### src/rtl/uart_pkg.sv
// uart_pkg: shared channel-ID width helper and output-stage state for the UART RX arbiter
package uart_pkg;
  typedef enum logic {EMPTY, FULL} ostate_e;
  function automatic int ch_id_width(input int n);
    return ($clog2(n) > 1) ? $clog2(n) : 1;
  endfunction
endpackage

### src/rtl/rr_arbiter.sv
// rr_arbiter: rotating-priority arbiter; search starts one past the last granted requester
module rr_arbiter
  import uart_pkg::*;
#(
  parameter int NUM_REQ = 4,
  localparam int IDX_W = ch_id_width(NUM_REQ)
) (
  input  logic               clk,
  input  logic               n_rst,
  input  logic [NUM_REQ-1:0] req,
  input  logic               advance,
  output logic [NUM_REQ-1:0] grant,
  output logic [IDX_W-1:0]   grant_idx
);
  logic [IDX_W-1:0] last_q, last_d;
  int idx;
  // Walk from farthest to nearest so the nearest requester after last_q wins.
  always_comb begin
    grant = '0;
    grant_idx = '0;
    idx = 0;
    for (int i = NUM_REQ; i >= 1; i--) begin
      idx = (int'(last_q) + i) % NUM_REQ;
      if (req[IDX_W'(idx)]) begin
        grant = '0;
        grant[IDX_W'(idx)] = 1'b1;
        grant_idx = IDX_W'(idx);
      end
    end
    last_d = advance ? grant_idx : last_q;
  end
  always_ff @(posedge clk or negedge n_rst)
    if (!n_rst) last_q <= IDX_W'(NUM_REQ - 1);
    else last_q <= last_d;
endmodule

### src/rtl/uart_rx_arbiter.sv
// uart_rx_arbiter: merges NUM_CH UART RX byte streams into one valid/ready stream tagged by channel.
// Define UART_RX_ARBITER_OVERRUN_EN to enable sticky per-channel overrun flags and their clear.
module uart_rx_arbiter
  import uart_pkg::*;
#(
  parameter int NUM_CH = 4,
  parameter int DATA_BITS = 8,
  localparam int CH_ID_W = ch_id_width(NUM_CH)
) (
  input  logic                          clk,
  input  logic                          n_rst,
  input  logic [NUM_CH-1:0]             i_ch_valid,
  input  logic [NUM_CH*DATA_BITS-1:0]   i_ch_data,
  output logic                          o_valid,
  input  logic                          i_ready,
  output logic [DATA_BITS-1:0]          o_data,
  output logic [CH_ID_W-1:0]            o_ch_id,
  input  logic [NUM_CH-1:0]             i_overrun_clr,
  output logic [NUM_CH-1:0]             o_overrun
);
  ostate_e state_q, state_d;
  logic [NUM_CH-1:0] hold_valid_q, hold_valid_d;
  logic [DATA_BITS-1:0] hold_data_q [NUM_CH];
  logic [DATA_BITS-1:0] hold_data_d [NUM_CH];
  logic [DATA_BITS-1:0] data_q, data_d;
  logic [CH_ID_W-1:0] ch_id_q, ch_id_d;
  logic [NUM_CH-1:0] grant, take, ovr_set;
  logic [CH_ID_W-1:0] grant_idx;
  logic any, load;
  rr_arbiter #(.NUM_REQ(NUM_CH)) u_rr (
    .clk(clk),
    .n_rst(n_rst),
    .req(hold_valid_q),
    .advance(load & any),
    .grant(grant),
    .grant_idx(grant_idx)
  );
  // A granted channel may refill in the same cycle; otherwise a full hold drops the new byte.
  always_comb begin
    any = |hold_valid_q;
    load = (state_q == EMPTY) | ((state_q == FULL) & i_ready);
    take = grant & {NUM_CH{load & any}};
    for (int k = 0; k < NUM_CH; k++) begin
      hold_valid_d[k] = i_ch_valid[k] | (hold_valid_q[k] & ~take[k]);
      hold_data_d[k] = (i_ch_valid[k] & (~hold_valid_q[k] | take[k])) ? i_ch_data[k*DATA_BITS +: DATA_BITS] : hold_data_q[k];
      ovr_set[k] = i_ch_valid[k] & hold_valid_q[k] & ~take[k];
    end
  end
  always_ff @(posedge clk or negedge n_rst)
    if (!n_rst) state_q <= EMPTY;
    else state_q <= state_d;
  always_comb begin
    state_d = load ? (any ? FULL : EMPTY) : state_q;
    data_d = (load & any) ? hold_data_q[grant_idx] : data_q;
    ch_id_d = (load & any) ? grant_idx : ch_id_q;
  end
  always_comb begin
    o_valid = (state_q == FULL);
    o_data = data_q;
    o_ch_id = ch_id_q;
  end
  always_ff @(posedge clk or negedge n_rst)
    if (!n_rst) begin
      hold_valid_q <= '0;
      data_q <= '0;
      ch_id_q <= '0;
      for (int k = 0; k < NUM_CH; k++) hold_data_q[k] <= '0;
    end else begin
      hold_valid_q <= hold_valid_d;
      data_q <= data_d;
      ch_id_q <= ch_id_d;
      for (int k = 0; k < NUM_CH; k++) hold_data_q[k] <= hold_data_d[k];
    end
`ifdef UART_RX_ARBITER_OVERRUN_EN
  logic [NUM_CH-1:0] overrun_q, overrun_d;
  always_comb overrun_d = ovr_set | (overrun_q & ~i_overrun_clr);
  always_ff @(posedge clk or negedge n_rst)
    if (!n_rst) overrun_q <= '0;
    else overrun_q <= overrun_d;
  assign o_overrun = overrun_q;
`else
  logic unused_ovr;
  assign unused_ovr = ^{i_overrun_clr, ovr_set};
  assign o_overrun = '0;
`endif
endmodule

### config.mk
export PLATFORM = sky130hd
export DESIGN_NAME = uart_rx_arbiter
export DESIGN_NICKNAME = d
export VERILOG_FILES = /design/src/rtl/uart_pkg.sv /design/src/rtl/rr_arbiter.sv /design/src/rtl/uart_rx_arbiter.sv
export SDC_FILE = /design/constraint.sdc
export NUM_CORES = 1
export LEC_CHECK = 0
export ABC_AREA = 1
export CAP_MARGIN = 25
export CORE_MARGIN = 2
export CORE_UTILIZATION = 44
export CTS_CLUSTER_DIAMETER = 120
export DETAILED_ROUTE_END_ITERATION = 7
export PLACE_DENSITY_LB_ADDON = 0.1
export SYNTH_ARGS = -nofsm -noshare
export SYNTH_HDL_FRONTEND = slang
export SYNTH_SLANG_ARGS = --single-unit
### constraint.sdc
create_clock -name clk -period 4.3 [get_ports clk]
set_input_delay 0.645 -clock clk [delete_from_list [all_inputs] [get_ports clk]]
set_output_delay 0.645 -clock clk [all_outputs]
set_load 0.005 [all_outputs]
==> summary.md, run 1 <==
| Metric | Value |
|---|---|
| Clk Latency, worst-skew pair | `0.31 ns` |
| Share of post-route cells with drive strength above 1 | `11.3%` |
| CTS Hold Bufs | `0` |
| Avg Cell Area, Syn | `7.41 sq um` |
| Area delta synth->final | `20.9%` |
| DRC errors left | `0` |
| Synthesized netlist cell count | `402` |
| EDFF count, synth | `0` |
| # resized after CTS | `0` |
| Clock network fraction of total power | `around a tenth` |
| Most frequent cell after synthesis | `nand2_1` |
| Design Area, Final | `3600 sq um` |
| Hold/Removal Path Class | `in -> async` |
| Final clock period utilization by the worst path | `58.5%` |
| Cell Count Post-Placement | `519` |
| WL final | `6400 um` |
| Pwr per Cell Area | `884 nW/um^2` |
| Sw Ratio | `50.7%` |
| Synth async-reset ratio | `100%` |
| Top FF cell, synth | `dfrtp_1` |
| Commonest cells post-synth | `nand2_1, nand3_1, dfrtp_1, inv_1, nand2_2` |
| Sink Count | `49` |
| Layout Utilization | `55.8%` |
| LEAKAGE | `0.00195 uW` |
| Seq pwr share | `about a quarter` |
| Post-route ant nets | `0` |
| Crit-path cells | `inv_8, ha_1, inv_2, nand3_1, nand2_2, nand2_1, nand2_1, nand2_4, nand2_8, nand2_2, nand3_1, nand2_1, nand2_1, nand2_1` |
| RSZ-0062 raised after global routing | `false` |
| Fmax achieved | `a little under 400 MHz` |
| CP startpoint kind | `flop` |
| Filler cell count in the final layout | `631` |
| CP most frequent cell | `nand2_1` |
| Die Span Y | `86.3 um` |
| Crit path max-delay family | `simple AND/OR/NAND/NOR gates` |
| Drt wl/cell | `12.1 um` |
| Max-slew violation count | `0` |
| Bufs on Longest Clock Path | `2` |
| Max cap viols | `0` |
| Worst path bufs/invs | `2` |
| Setup_tns | `0 ns` |
| Post-synth top area share | `between 30% and 40%` |
| Row cnt | `29` |
| Max_slew headroom | `57.3%` |
| Vias in the first global route | `between 2000 and 2500` |
| CP Capture Type | `flop` |
| CTS clock-pin slew for the worst setup and hold paths | `approximately 0.10 ns` |
| IO Pins | `58` |
| Max incr delay on CP | `~0.70 ns` |
| Comb pwr share | `63.4%` |
| Yosys Warn Count | `0` |
| Final net count | `499` |
| Routability cong. | `between 0.8 and 0.9` |
| Core ar. | `6460 sq um` |
| Max stage delay cell, worst path | `dfstp_2` |
| Initial antenna violation count | `0` |
| Dominant cell type by area after synthesis | `dfrtp_1` |
| Netlist cell types | `30` |
| CTS tree | `built` |
| Mapped cell area | `2980 sq um` |
| Fin. Hold Viols | `0` |
| Final setup violation count | `0` |
| Via/cell ratio | `4.81` |
| Crit path required time | `4.51 ns` |
| H-tree levels | `2` |
| First-pass GRT wire length | `~11000 um` |
| Critical Path Fanout Max | `17` |
| Crit path DAT | `2.72 ns` |
| Starting Density | `46.1%` |
| Register bit total from synthesis | `49` |
| HPWL Detailed | `4890 um` |
| Placed Area | `3490 sq um` |
| Clock Tree Root | `clkbuf_8` |
| Status | `finished clean` |
| Maximum VDD drop | `0.312 mV` |
| Iteration-0 DRC Markers | `78` |
| Die ar. | `7450 sq um` |
| Via count | `between 2000 and 3000` |
| Tmin final | `2.51 ns` |
| Setup CP Type | `reg -> reg` |
| Largest net degree at the start of global routing | `38` |
| Clock Skew | `0.0151 ns` |
| GRT Resource Usage Total | `19.1%` |
| Int Power | `around 1600 uW` |
| DR pass1 iterations | `4` |
| Inserted Clock Buffers | `5` |
| Synth area leaders | `dfrtp_1, nand2_1, nand3_1, inv_1, nand2_2` |
| Power Total | `3180 uW` |
| Buffers added on ports | `just under 50` |
| Post-route insts no fill | `between 500 and 600` |
| Setup bufs post-CTS | `0` |
| Sw power | `roughly 1600 uW` |
| Die width | `86.3 um` |
| Sequential element share of the synthesized area | `41.2%` |
| Overflow left after global routing | `0` |
| Worst Max-Slew Pin Slew | `0.640 ns` |
| Number of diodes | `0` |
sequential cells by signal (all words and copies together) (netlist names):
| register | cells |
|---|---|
| o_ch_id | 2 |
| o_valid | 1 |
| hold_data_q | 32 |
| u_rr.last_q | 2 |
| hold_valid_q | 4 |
| o_data | 8 |
cell usage in the layout, fill, tap and decap left out, drive strengths merged:
| cell | synthesis | final |
|---|---|---|
| buf | 12 | 2 |
| nand3 | 71 | 71 |
| conb | 1 | 4 |
| dfstp | 2 | 2 |
| a21boi | 1 | 1 |
| nand2 | 185 | 185 |
| bufinv | 0 | 1 |
| clkinv | 1 | 2 |
| nor2 | 3 | 3 |
| o21ai | 8 | 8 |
| dfrtp | 47 | 47 |
| inv | 49 | 50 |
| ha | 7 | 7 |
| nand4 | 2 | 2 |
| nor4 | 1 | 1 |
| nand3b | 10 | 10 |
| a21oi | 1 | 1 |
| clkbuf | 1 | 5 |
| clkdlybuf4s50 | 0 | 48 |
area by class of cell:
cell class / count / area, sq um / share of cell area, %
multi-input combinational: 293 / 1460 / 40.5
timing repair buffer: 50 / 505 / 14.0
clock buffer: 5 / 68.8 / 1.91
inverter: 50 / 198 / 5.49
tap: 77 / 96.3 / 2.68
sequential: 49 / 1230 / 34.1
clock inverter: 3 / 43.8 / 1.22
worst paths after layout:
path                                 start              end  slack, ns  cells past startpoint
setup / recovery            u_rr.last_q[0]        o_data[1]       1.79                     14
hold / removal                       n_rst   hold_data_q[6]       0.23                      1
setup reg to reg            u_rr.last_q[0]        o_data[1]       1.79                     14
hold reg to reg            hold_data_q[10]  hold_data_q[10]       0.48                      2
max in group asynchronous            n_rst   u_rr.last_q[1]       3.52                      2
min in group clk           hold_data_q[10]  hold_data_q[10]       0.48                      2
cell families (layout without fill, tap and decap cells):
family | Yosys count | in the layout | synth area share, %
AOI/OAI and AO/OA | 10 | 10 | 1.76
adders and majority gates | 7 | 7 | 2.94
buffers and inverters | 63 | 108 | 10.1
DFF | 49 | 49 | 41.2
other | 1 | 4 | 0.126
and+or+nand+nor | 272 | 272 | 43.8
worst reg2reg max path: stages (launching register included):
cell     delay (ns)
dfstp_2        0.70
inv_8          0.11
ha_1           0.41
inv_2          0.11
nand3_1        0.09
nand2_2        0.12
nand2_1        0.07
nand2_1        0.10
nand2_4        0.15
nand2_8        0.20
nand2_2        0.06
nand3_1        0.08
nand2_1        0.09
nand2_1        0.08
nand2_1        0.06
metal layers:
metal  vias to the layer above  routed length, um  GRT usage (%)
met3                         9                208           3.33
met1                      1142               3210           28.2
li1                       1338                  -              -
met4                         0                 78           5.40
met5                         -                  0              0
met2                        47               2900           28.9
metrics by stage:
stage	worst slack [ns]	hold WS, ns
3_5_place_dp	1.72	0.458
2_1_floorplan	2.13	0.349
6_report	1.79	0.225
3_3_place_gp	1.72	0.456
5_1_grt	1.60	0.236
4_1_cts	1.80	0.230
power by group through the flow:
| stage | clock network [uW] | logic [uW] | registers, uW |
|---|---|---|---|
| 2_1_floorplan | 0 | 1620 | 792 |
| 3_3_place_gp | 0 | 2000 | 836 |
| 3_5_place_dp | 0 | 2020 | 840 |
| 4_1_cts | 341 | 2020 | 831 |
| 5_1_grt | 364 | 2290 | 862 |
| 6_report | 334 | 2020 | 832 |
(Power assumes the default switching activity.)
==> run 2: changes to the inputs <==
==> constraint.sdc (replaced) <==
create_clock -name clk -period 2.4 [get_ports clk]
set_input_delay 0.36 -clock clk [delete_from_list [all_inputs] [get_ports clk]]
set_output_delay 0.36 -clock clk [all_outputs]
set_load 0.005 [all_outputs]
==> run 2 against run 1 <==
Global-route usage is 0.44 points higher. Clock power rose by 110%. Critical path type unchanged. First-iteration DRC count up 2.6%. Via count grew 2.5%. Utilization up 1.9 points. Power is 89% higher. Routed wire length is 2.4% higher. Fmax is 15% higher. Clock skew down 0.0053 ns. Final cell count rose by 2.3%. Die area stayed put. Worst setup slack worse by 1.6 ns.
==> summary.md, run 2 (same netlist as run 1, synthesis figures left out) <==
| Metric | Value |
|---|---|
| CTS clock-pin slew for the worst setup and hold paths | `approximately 0.1 ns` |
| Pwr per Cell Area | `1620 nW/um^2` |
| Sink Count | `49` |
| First-pass GRT wire length | `11500 um` |
| Inserted Clock Buffers | `5` |
| Starting Density | `46.1%` |
| Area of the multi-input gates | `1460 sq um` |
| RSZ-0062 raised after global routing | `false` |
| Setup ws final | `0.206 ns` |
| Sw power | `2920 uW` |
| Critical Path Fanout Max | `9` |
| Clk Latency, worst-skew pair | `0.31 ns` |
| Crit path required time | `between 2 and 3 ns` |
| Tmin final | `2.19 ns` |
| Layout Utilization | `between 50% and 60%` |
| Bufs on Longest Clock Path | `2` |
| Setup_tns | `0 ns` |
| CP Capture Type | `flop` |
| Post-route ant nets | `0` |
| Reg2reg end | `o_data[5]` |
| Reg with most FFs | `hold_data_q` |
| Max cap viols | `0` |
| CTS tree | `built` |
| Fmax achieved | `456 MHz` |
| Iteration-0 DRC Markers | `80` |
| Place WS | `approximately 0.17 ns` |
| Placed Area | `3570 sq um` |
| Vias in the first global route | `2547` |
| Drt wl/cell | `12.2 um` |
| Row cnt | `29` |
| WL final | `6560 um` |
| Clock Skew | `0.00985 ns` |
| Setup bufs post-CTS | `0` |
| Core ar. | `6460 sq um` |
| FF/Latch Area | `1230 sq um` |
| HPWL Detailed | `about 5200 um` |
| Number of diodes | `0` |
| Commonest non-fill, non-tap cell in the layout | `nand2_1` |
| Final net count | `511` |
| Clock network fraction of total power | `11.7%` |
| DRC errors left | `0` |
| Most frequent cells in the layout | `nand2_1, nand3_1, clkdlybuf4s50_1` |
| Int Power | `around 3100 uW` |
| Fin. Hold Viols | `0` |
| IO Pins | `58` |
| Comb pwr share | `64.2%` |
| H-tree levels | `2` |
| R2r setup slk | `0.21 ns` |
| Seq pwr share | `approximately a quarter` |
| Area delta synth->final | `24.9%` |
| Die Span Y | `approximately 86 um` |
| Die ar. | `7450 sq um` |
| Status | `finished clean` |
| Max reg flops | `32` |
| DR pass1 iterations | `4` |
| Hold/Removal Path Class | `in -> async` |
| Maximum VDD drop | `0.657 mV` |
| Hold WS | `about 0.48 ns` |
| Filler cell count in the final layout | `625` |
| Buffers added on ports | `49` |
| Final clock period utilization by the worst path | `91.4%` |
| Worst R2R Path Depth | `12` |
| RR Startpoint | `u_rr.last_q[0]` |
| Clock Tree Root | `clkbuf_8` |
| Die width | `86.3 um` |
| LEAKAGE | `around 0.0020 uW` |
| Setup CP Type | `reg -> reg` |
| CP startpoint kind | `flop` |
| Max-slew violation count | `0` |
| Overflow left after global routing | `0` |
| Initial antenna violation count | `0` |
| Via/cell ratio | `4.82` |
| Sw Ratio | `48.5%` |
| Share of post-route cells with drive strength above 1 | `between 10% and 20%` |
| Routability cong. | `slightly above 0.9` |
| Final setup violation count | `0` |
| Crit path DAT | `2.40 ns` |
| Design Area, Final | `3720 sq um` |
| Via count | `2599` |
| GRT Resource Usage Total | `around a fifth` |
| Largest net degree at the start of global routing | `21` |
-- run 2: cell types whose count changed in the layout (fill, tap and decap cells not counted), sizes merged --
| cell | before | now |
|---|---|---|
| clkinv | 2 | 1 |
| buf | 2 | 13 |
| dlygate4sd3 | 0 | 1 |
| bufinv | 1 | 2 |
-- run 2: layout make-up --
class | count | area share, %
Timing Repair Buffer | 62 | 16.1
Clock inverter | 3 | 1.85
Tap cell | 77 | 2.59
Sequential cell | 49 | 33.0
Multi-Input combinational cell | 293 | 39.3
Clock buffer | 5 | 1.85
Inverter | 50 | 5.31
-- run 2: power groups by stage --
stage | Sequential (uW) | Combinational (uW) | Clock (uW)
after global placement | 1460 | 3820 | 0
after global routing | 1500 | 4390 | 750
after CTS | 1450 | 3890 | 719
after floorplan | 1420 | 2910 | 0
after detailed placement | 1460 | 3860 | 0
final | 1450 | 3860 | 705
-- run 2: worst max path at each step --
stage | startpoint | end | slack [ns] | cells after the start
3_5_place_dp | u_rr.last_q[0] | o_data[4] | 0.17 | 14
4_1_cts | u_rr.last_q[0] | o_data[5] | 0.14 | 14
6_report | u_rr.last_q[0] | o_data[5] | 0.21 | 12
3_3_place_gp | u_rr.last_q[0] | o_data[2] | 0.20 | 14
5_1_grt | u_rr.last_q[0] | hold_data_q[13] | 0.03 | 15
2_1_floorplan | u_rr.last_q[0] | o_data[7] | 0.23 | 16
-- run 2: worst max-delay path, stage by stage (launching register included) --
cell and delay [ns]:
dfstp_2 0.60, inv_8 0.03, ha_2 0.37, inv_2 0.06, nand2_2 0.09, nand2_1 0.05
nand3b_1 0.14, nand2_1 0.29, inv_2 0.15, nand3_1 0.11, nand2_1 0.08, nand2_1 0.08
nand2_1 0.05
-- run 2: per-stage QoR --
step	instances	power [uW]
CTS	539	6060
global placement	530	5270
detailed placement	530	5330
global route	539	6640
finish	539	6020
floorplan	405	4330
-- run 2: per-layer routing --
layer / global-route usage, % / routed length, um / vias to the layer above
met1: 26.3 / 3150 / 1167
met2: 32.1 / 3090 / 57
li1: - / - / 1365
met4: 6.25 / 110 / 0
met5: 0 / 0 / -
met3: 3.33 / 201 / 10
-- run 2: what timing repair did --
item	4_1_cts	5_1_grt
gates resized for setup	0	1
endpoints found under the hold margin	11	0
hold buffers	1	0
setup endpoints to repair	0	16
==> run 3: changes to the inputs <==
--- a/config.mk
+++ b/config.mk
@@ -11,7 +11,8 @@
 export CORE_UTILIZATION = 44
 export CTS_CLUSTER_DIAMETER = 120
 export DETAILED_ROUTE_END_ITERATION = 7
-export PLACE_DENSITY_LB_ADDON = 0.1
+export PLACE_DENSITY = 0.72
+export SKIP_CTS_REPAIR_TIMING = 1
 export SYNTH_ARGS = -nofsm -noshare
 export SYNTH_HDL_FRONTEND = slang
 export SYNTH_SLANG_ARGS = --single-unit
==> run 3 against run 2 <==
Via count up 2.0%. Count of clock-buffer cells in the layout unchanged. Combinational power up 1%. Clock skew down 0.0018 ns. Final area down 0.47%. Worst setup slack worse by 0.036 ns. Power down 1.0%. Non-clock buffer count down 3. Critical path depth up 2. Final cell count down 0.19%. First-iteration DRC count up 39%. Fmax down 1.6%. Highest routed layer unchanged.
==> summary.md, run 3 (same netlist as run 1, synthesis figures left out) <==
| Metric | Value |
|---|---|
| LEAKAGE | `0.00200 uW` |
| Setup_tns | `0 ns` |
| Status | `finished clean` |
| Routability cong. | `0.936` |
| Sink Count | `between 40 and 50` |
| Largest net degree at the start of global routing | `50` |
| CTS clock-pin slew for the worst setup and hold paths | `0.09 ns` |
| Hold WS | `0.0219 ns` |
| Reg with most FFs | `hold_data_q` |
| Design Area, Final | `approximately 3700 sq um` |
| DR pass1 iterations | `5` |
| CP most frequent cell | `nand2_1` |
| Crit-path cells | `inv_8, ha_2, inv_2, nand3_1, nand2_2, nand2_1, nand2_1, nand2_4, buf_12, nand3_1, nand3_1, nand2_1, nand2_1, nand2_1` |
| H-tree levels | `2` |
| Clock Skew | `roughly 0.008 ns` |
| Placed Area | `~3600 sq um` |
| RR Startpoint | `u_rr.last_q[0]` |
| Via count | `roughly 2700` |
| First-pass GRT wire length | `about 11000 um` |
| Layout Utilization | `57.3%` |
| Setup CP Type | `reg -> reg` |
| Share of post-route cells with drive strength above 1 | `a little over an eighth` |
| Starting Density | `46.1%` |
| Fmax achieved | `448 MHz` |
| Via/cell ratio | `4.93` |
| WL met1 | `3000 um` |
| Highest metal used | `met4` |
| Max reg flops | `32` |
| Crit path required time | `between 2 and 3 ns` |
| Max incr delay on CP | `between 0.5 and 0.6 ns` |
| Clock Tree Root | `clkbuf_8` |
| Drt wl/cell | `roughly 12 um` |
| Critical Path Fanout Max | `8` |
| Iteration-0 DRC Markers | `approximately 110` |
| Buffers added on ports | `49` |
| Inserted Clock Buffers | `5` |
| Max stage delay cell, worst path | `dfstp_2` |
| Die ar. | `7450 sq um` |
| Fin. Hold Viols | `0` |
| CP startpoint kind | `flop` |
| Core ar. | `6460 sq um` |
| Hold/Removal Path Class | `in -> async` |
| HPWL Detailed | `5000 um` |
| Area delta synth->final | `24.3%` |
| DRC errors left | `0` |
| WL final | `6630 um` |
| Pwr per Cell Area | `1610 nW/um^2` |
| Filler cell count in the final layout | `around 600` |
| Row cnt | `29` |
| Initial antenna violation count | `0` |
| Overflow left after global routing | `0` |
| CTS tree | `built` |
| Tmin final | `2.23 ns` |
| IO Pins | `58` |
| Clk Latency, worst-skew pair | `0.30 ns` |
| Die Span Y | `86.3 um` |
| Met2 WL post-DR | `3260 um` |
| Max-slew violation count | `0` |
| Reg2reg end | `o_data[4]` |
| GRT Resource Usage Total | `18.8%` |
| Most frequent cells in the layout | `nand2_1, nand3_1, clkdlybuf4s50_1` |
| Worst R2R Path Depth | `14` |
| Final clock period utilization by the worst path | `92.9%` |
| Number of diodes | `0` |
| Commonest non-fill, non-tap cell in the layout | `nand2_1` |
| Bufs on Longest Clock Path | `2` |
| Post-route ant nets | `0` |
| Met3 routed WL | `212 um` |
| Crit path DAT | `2.43 ns` |
| Final net count | `between 500 and 600` |
| R2r setup slk | `0.17 ns` |
| Die width | `86.3 um` |
| CP Capture Type | `flop` |
| Max cap viols | `0` |
| Vias in the first global route | `2560` |
| Final setup violation count | `0` |
| RSZ-0062 raised after global routing | `false` |
| Maximum VDD drop | `0.694 mV` |
[run 3: cell types whose count changed in the layout (fill, tap and decap cells not counted), sizes merged]
cell and delta:
buf -2, bufinv -1, clkinv +1, clkinvlp +1
dlygate4sd3 -1, inv -1, nand2 +2
[run 3: worst max-delay path by stage]
| stage | end | depth (start not counted) | slack (ns) | from |
|---|---|---|---|---|
| 2_1_floorplan | o_data[7] | 16 | 0.23 | u_rr.last_q[0] |
| 3_5_place_dp | o_data[1] | 14 | 0.18 | u_rr.last_q[0] |
| 5_1_grt | o_data[7] | 14 | 0.003 | u_rr.last_q[0] |
| 3_3_place_gp | o_data[1] | 14 | 0.20 | u_rr.last_q[0] |
| 4_1_cts | o_data[1] | 14 | 0.16 | u_rr.last_q[0] |
| 6_report | o_data[4] | 14 | 0.17 | u_rr.last_q[0] |
[run 3: power by group]
part	switching, uW	leakage, uW	internal [uW]
registers	231	0.000592	1220
logic	2440	0.00135	1470
clock network	285	0.0000543	312
total	2950	0.00200	3000
[run 3: per-layer routing]
metal,vias to the layer above,global-route usage (%)
li1,1362,-
met1,1215,24.3
met2,62,31.6
met3,12,3.05
met4,0,7.95
met5,-,0
[run 3: worst max-delay path, delay by kind of cell, from the launching register on]
family / cells / cell delay [ns]
simple gates: 10 / 0.93
flops: 1 / 0.59
fa+ha+maj: 1 / 0.37
buf+inv: 3 / 0.23
[run 3: cell type report]
| cell class | instances | area, sq um | share of cell area (%) |
|---|---|---|---|
| Timing Repair Buffer | 59 | 586 | 15.8 |
| Clock inverter | 3 | 46.3 | 1.25 |
| Tap cell | 77 | 96.3 | 2.60 |
| Clock buffer | 5 | 68.8 | 1.86 |
| Sequential cell | 49 | 1230 | 33.2 |
| Inverter | 50 | 198 | 5.34 |
| Multi-Input combinational cell | 295 | 1480 | 40.0 |
[run 3: through the flow]
step | setup slack [ns] | std cells | total power, uW
after floorplan | 0.228 | 405 | 4330
after global placement | 0.201 | 528 | 5190
after detailed placement | 0.180 | 528 | 5270
after CTS | 0.160 | 536 | 5890
after global routing | 0.00297 | 538 | 6580
final | 0.170 | 538 | 5950
